$ cat config.mk
export PLATFORM = sky130hd
export DESIGN_NAME = seq_shifter
export DESIGN_NICKNAME = d
export VERILOG_FILES = /design/src/rtl/seq_shifter.sv
export SDC_FILE = /design/constraint.sdc
export NUM_CORES = 1
export LEC_CHECK = 0
export BUFFER_PORTS_ARGS = -buffer_cell sky130_fd_sc_hd__buf_2
export CAP_MARGIN = 20
export CORE_MARGIN = 4
export CORE_UTILIZATION = 57
export CTS_BUF_LIST = sky130_fd_sc_hd__clkbuf_2 sky130_fd_sc_hd__clkbuf_4 sky130_fd_sc_hd__clkbuf_8
export DETAILED_ROUTE_END_ITERATION = 12
export PLACE_DENSITY_LB_ADDON = 0.08
export SYNTH_ARGS = -nofsm -noshare
export SYNTH_HDL_FRONTEND = slang
export SYNTH_SLANG_ARGS = --single-unit
export TNS_END_PERCENT = 5
$ cat constraint.sdc
create_clock -name clk -period 3.93 [get_ports clk]
set_clock_uncertainty 0.15 [all_clocks]
set_input_delay 0.786 -clock clk [delete_from_list [all_inputs] [get_ports clk]]
set_output_delay 0.786 -clock clk [all_outputs]
set_load 0.02 [all_outputs]
$ cat src/rtl/seq_shifter.sv
// Multi-cycle shift engine: applies a 2-bit shift op `amount` times, one bit per clock,
// behind a start/busy/done handshake.
module seq_shifter #(
  parameter int WIDTH = 16,
  parameter int AMT_W = 4
) (
  input  logic             clk,
  input  logic             reset,
  input  logic             start,
  input  logic [WIDTH-1:0] in,
  input  logic [1:0]       shift,
  input  logic [AMT_W-1:0] amount,
  output logic [WIDTH-1:0] sout,
  output logic             busy,
  output logic             done
);

  // Handshake: start is accepted on a rising edge whenever busy=0 (IDLE or DONE);
  // the operands are latched at that edge. busy stays high while stepping and
  // start is ignored. done is a one-cycle pulse that qualifies sout, which then
  // holds until the next accepted start.
  typedef enum logic [1:0] {
    S_IDLE  = 2'd0,
    S_SHIFT = 2'd1,
    S_DONE  = 2'd2
  } state_t;

  state_t           state;
  logic [1:0]       op;
  logic [AMT_W-1:0] cnt;

  function automatic logic [WIDTH-1:0] step(input logic [WIDTH-1:0] v, input logic [1:0] code);
    logic [WIDTH-1:0] r;
    case (code)
      2'b01:   r = {v[WIDTH-2:0], 1'b0};
      2'b10:   r = {1'b0, v[WIDTH-1:1]};
      2'b11:   r = {v[WIDTH-1], v[WIDTH-1:1]};
      default: r = v;
    endcase
    return r;
  endfunction

  always_ff @(posedge clk) begin
    if (reset) begin
      state <= S_IDLE;
      sout  <= '0;
      op    <= 2'b00;
      cnt   <= '0;
      busy  <= 1'b0;
      done  <= 1'b0;
    end else begin
      case (state)
        S_IDLE, S_DONE: begin
          if (start) begin
            sout <= in;
            op   <= shift;
            cnt  <= amount;
            if (amount != '0) begin
              state <= S_SHIFT;
              busy  <= 1'b1;
              done  <= 1'b0;
            end else begin
              // Zero distance still costs one cycle so latency is amount+1 everywhere.
              state <= S_DONE;
              busy  <= 1'b0;
              done  <= 1'b1;
            end
          end else begin
            state <= S_IDLE;
            busy  <= 1'b0;
            done  <= 1'b0;
          end
        end
        S_SHIFT: begin
          sout <= step(sout, op);
          cnt  <= cnt - 1'b1;
          if (cnt == AMT_W'(1)) begin
            state <= S_DONE;
            busy  <= 1'b0;
            done  <= 1'b1;
          end
        end
        default: begin
          state <= S_IDLE;
          busy  <= 1'b0;
          done  <= 1'b0;
        end
      endcase
    end
  end

endmodule

==> metrics.txt <==
status finished, final reports clean; post-CTS sizing 0; post-layout min period 2.55 ns; IO Count 43; TNS Setup 0 ns; most frequent cells in the layout 42 x buf_2, 25 x dfxtp_1, 14 x inv_1; Worst Tran Pin Value 0.837 ns; antenna violations before repair 0; Core Area 2480 µm²; GRT Residual Overflow 0; CP max-delay cell dfxtp_1; via count 1,474; n_diodes 0; # setup viols final 0; pwr dens 370 nW/µm²; clock sinks 25; worst skew pair latency 0.32 ns; final wirelength 3.85 mm; Syn. warnings 0; Worst EP arrival 2.61 ns; Die X 59.1 µm; vias in the first global route 1,429; top post-synthesis cells by area dfxtp_1 34%, ha_1 5.0%, a211oi_1 4.5%; DR pass1 iterations 4; max-cap viol count 0; Syn-to-layout area delta 14.1%; Post-Syn Nets 201; max-slew violation count 0; placed insts 226; worst rel slew slack 44.1%; global placement routability congestion 0.818; layout cells sized above 1 26.4%; IR drop worst, VDD 0.261 mV; DR vias/cell 6.38; H-tree Lvls 1; ANT nets after route 0; Pwr Total 0.000630 W; Synth Cell Area 1490 µm²; met3 wire length 216 µm; uppermost layer routed met4; Post-synth ARST share 0%; Final Core Density 68.6%; number of buffers added on ports 42; synthesized instance count 170; CTS Buf Count 3; most common cell after layout, fill and taps aside buf_2; DP HPWL 2.73 mm; Final #Nets 233; Crit. End Element flip-flop; P_leak 0.732 nW; Seq cells post-synth 25; CTS tree yes; hold buffer count at cts 0; Worst Hold Class reg -> reg; crit path kind reg -> reg; Top FF cell, synth dfxtp_1; met2 wire len 1.92 mm; critical path's largest stage delay 0.87 ns; M1 WL 1.71 mm; clk buf depth 2; clock slew at reported path FFs 0.14 ns; maximum fanout along the worst path 23; Achievable Freq 391 MHz; first-pass GRT wire length 6.69 mm; largest area contributor in the netlist dfxtp_1; CTS root buf clkbuf_4; largest net degree at the start of global routing 33; DRT iter0 DRCs 90; synth unique cells 43; WL per Instance 16.7 µm; floorplan row count 18; pre-CTS setup slack 1.41 ns; Setup WS post-layout 1.38 ns; Total GRT Usage 24.3%; die height 59.1 µm; Tcrit/Tclk final 65.0%; postcts setup bufs 0; final hold vios 0; CP Cell Sequence ha_1 -> nor2b_1 -> o21a_4 -> o41ai_1; Post-Syn Area per Cell 8.77 µm²; die area 3500 µm²; EDFF count, synth 0; drt drc 0; sequential fraction of the synthesis area 33.6%; top cell type's share of synthesized area 33.6%; fin cells 231; CP Launch Type flip-flop; CP required 3.99 ns; RSZ-0062 raised after global routing no; Starting Density 60.2%
-- cell families (layout without fill, tap and decap cells) --
family	Yosys count	after routing	share of synthesized area, %
and+or+nand+nor	43	43	14.5
adders and majority gates	6	6	5.04
AOI/OAI and AO/OA	65	65	37.5
DFF	25	25	33.6
buffers and inverters	31	62	9.32
-- area by class of cell --
class / count / area, µm²
Multi-Input combinational cell: 114 / 851
Tap cell: 30 / 37.5
Fill cell: 222 / 777
Inverter: 15 / 56.3
Clock buffer: 4 / 30.0
Sequential cell: 25 / 500
Timing Repair Buffer: 43 / 225
-- registers in the layout, indices dropped and copies added (netlist names) --
register / cells
busy: 1
done: 1
state: 1
sout: 16
op: 2
cnt: 4
-- final timing paths --
check        slack [ns]  cells after the start       to    from
max                1.38                      4  sout[1]   op[1]
min                0.36                      2   cnt[0]  cnt[0]
max reg2reg        1.38                      4  sout[1]   op[1]
min reg2reg        0.36                      2   cnt[0]  cnt[0]
-- synthesized netlist by cell type (3+ instances only) --
library cell / number
dfxtp_1: 25
inv_1: 14
nor2_1: 12
nand2_1: 10
a211oi_1: 9
buf_2: 9
o2111ai_1: 7
a21oi_1: 6
ha_1: 6
o221ai_1: 6
o32ai_1: 6
clkbuf_1: 5
o211a_1: 5
nor2b_1: 4
o41ai_1: 4
or3_1: 4
nand3_1: 3
o211ai_1: 3
o41ai_2: 3
-- layer usage --
| metal | track usage (%) | vias to the layer above |
|---|---|---|
| li1 | - | 716 |
| met1 | 33.5 | 710 |
| met2 | 39.4 | 46 |
| met3 | 3.05 | 2 |
| met4 | 7.77 | 0 |
| met5 | 0 | - |
-- metrics by stage --
stage	area (µm²)	hold WS [ns]
3_5_place_dp	1660	0.340
2_1_floorplan	1490	0.307
3_3_place_gp	1660	0.323
6_report	1700	0.357
4_1_cts	1690	0.358
5_1_grt	1700	0.392
-- report_power, final --
| part | switching (W) | internal [W] |
|---|---|---|
| logic | 0.000121 | 0.0000762 |
| registers | 0.0000290 | 0.000281 |
| clock network | 0.0000761 | 0.0000466 |
| total | 0.000226 | 0.000404 |
-- worst max-delay path, delay by kind of cell, from the launching register on --
kind | cells | cell delay [ns]
AND/OR/NAND/NOR | 1 | 0.24
AO/OA/AOI/OAI | 2 | 0.75
flip-flops | 1 | 0.87
adder cells (fa/ha/maj) | 1 | 0.43
No activity file was read; power rests on OpenSTA's default activity.
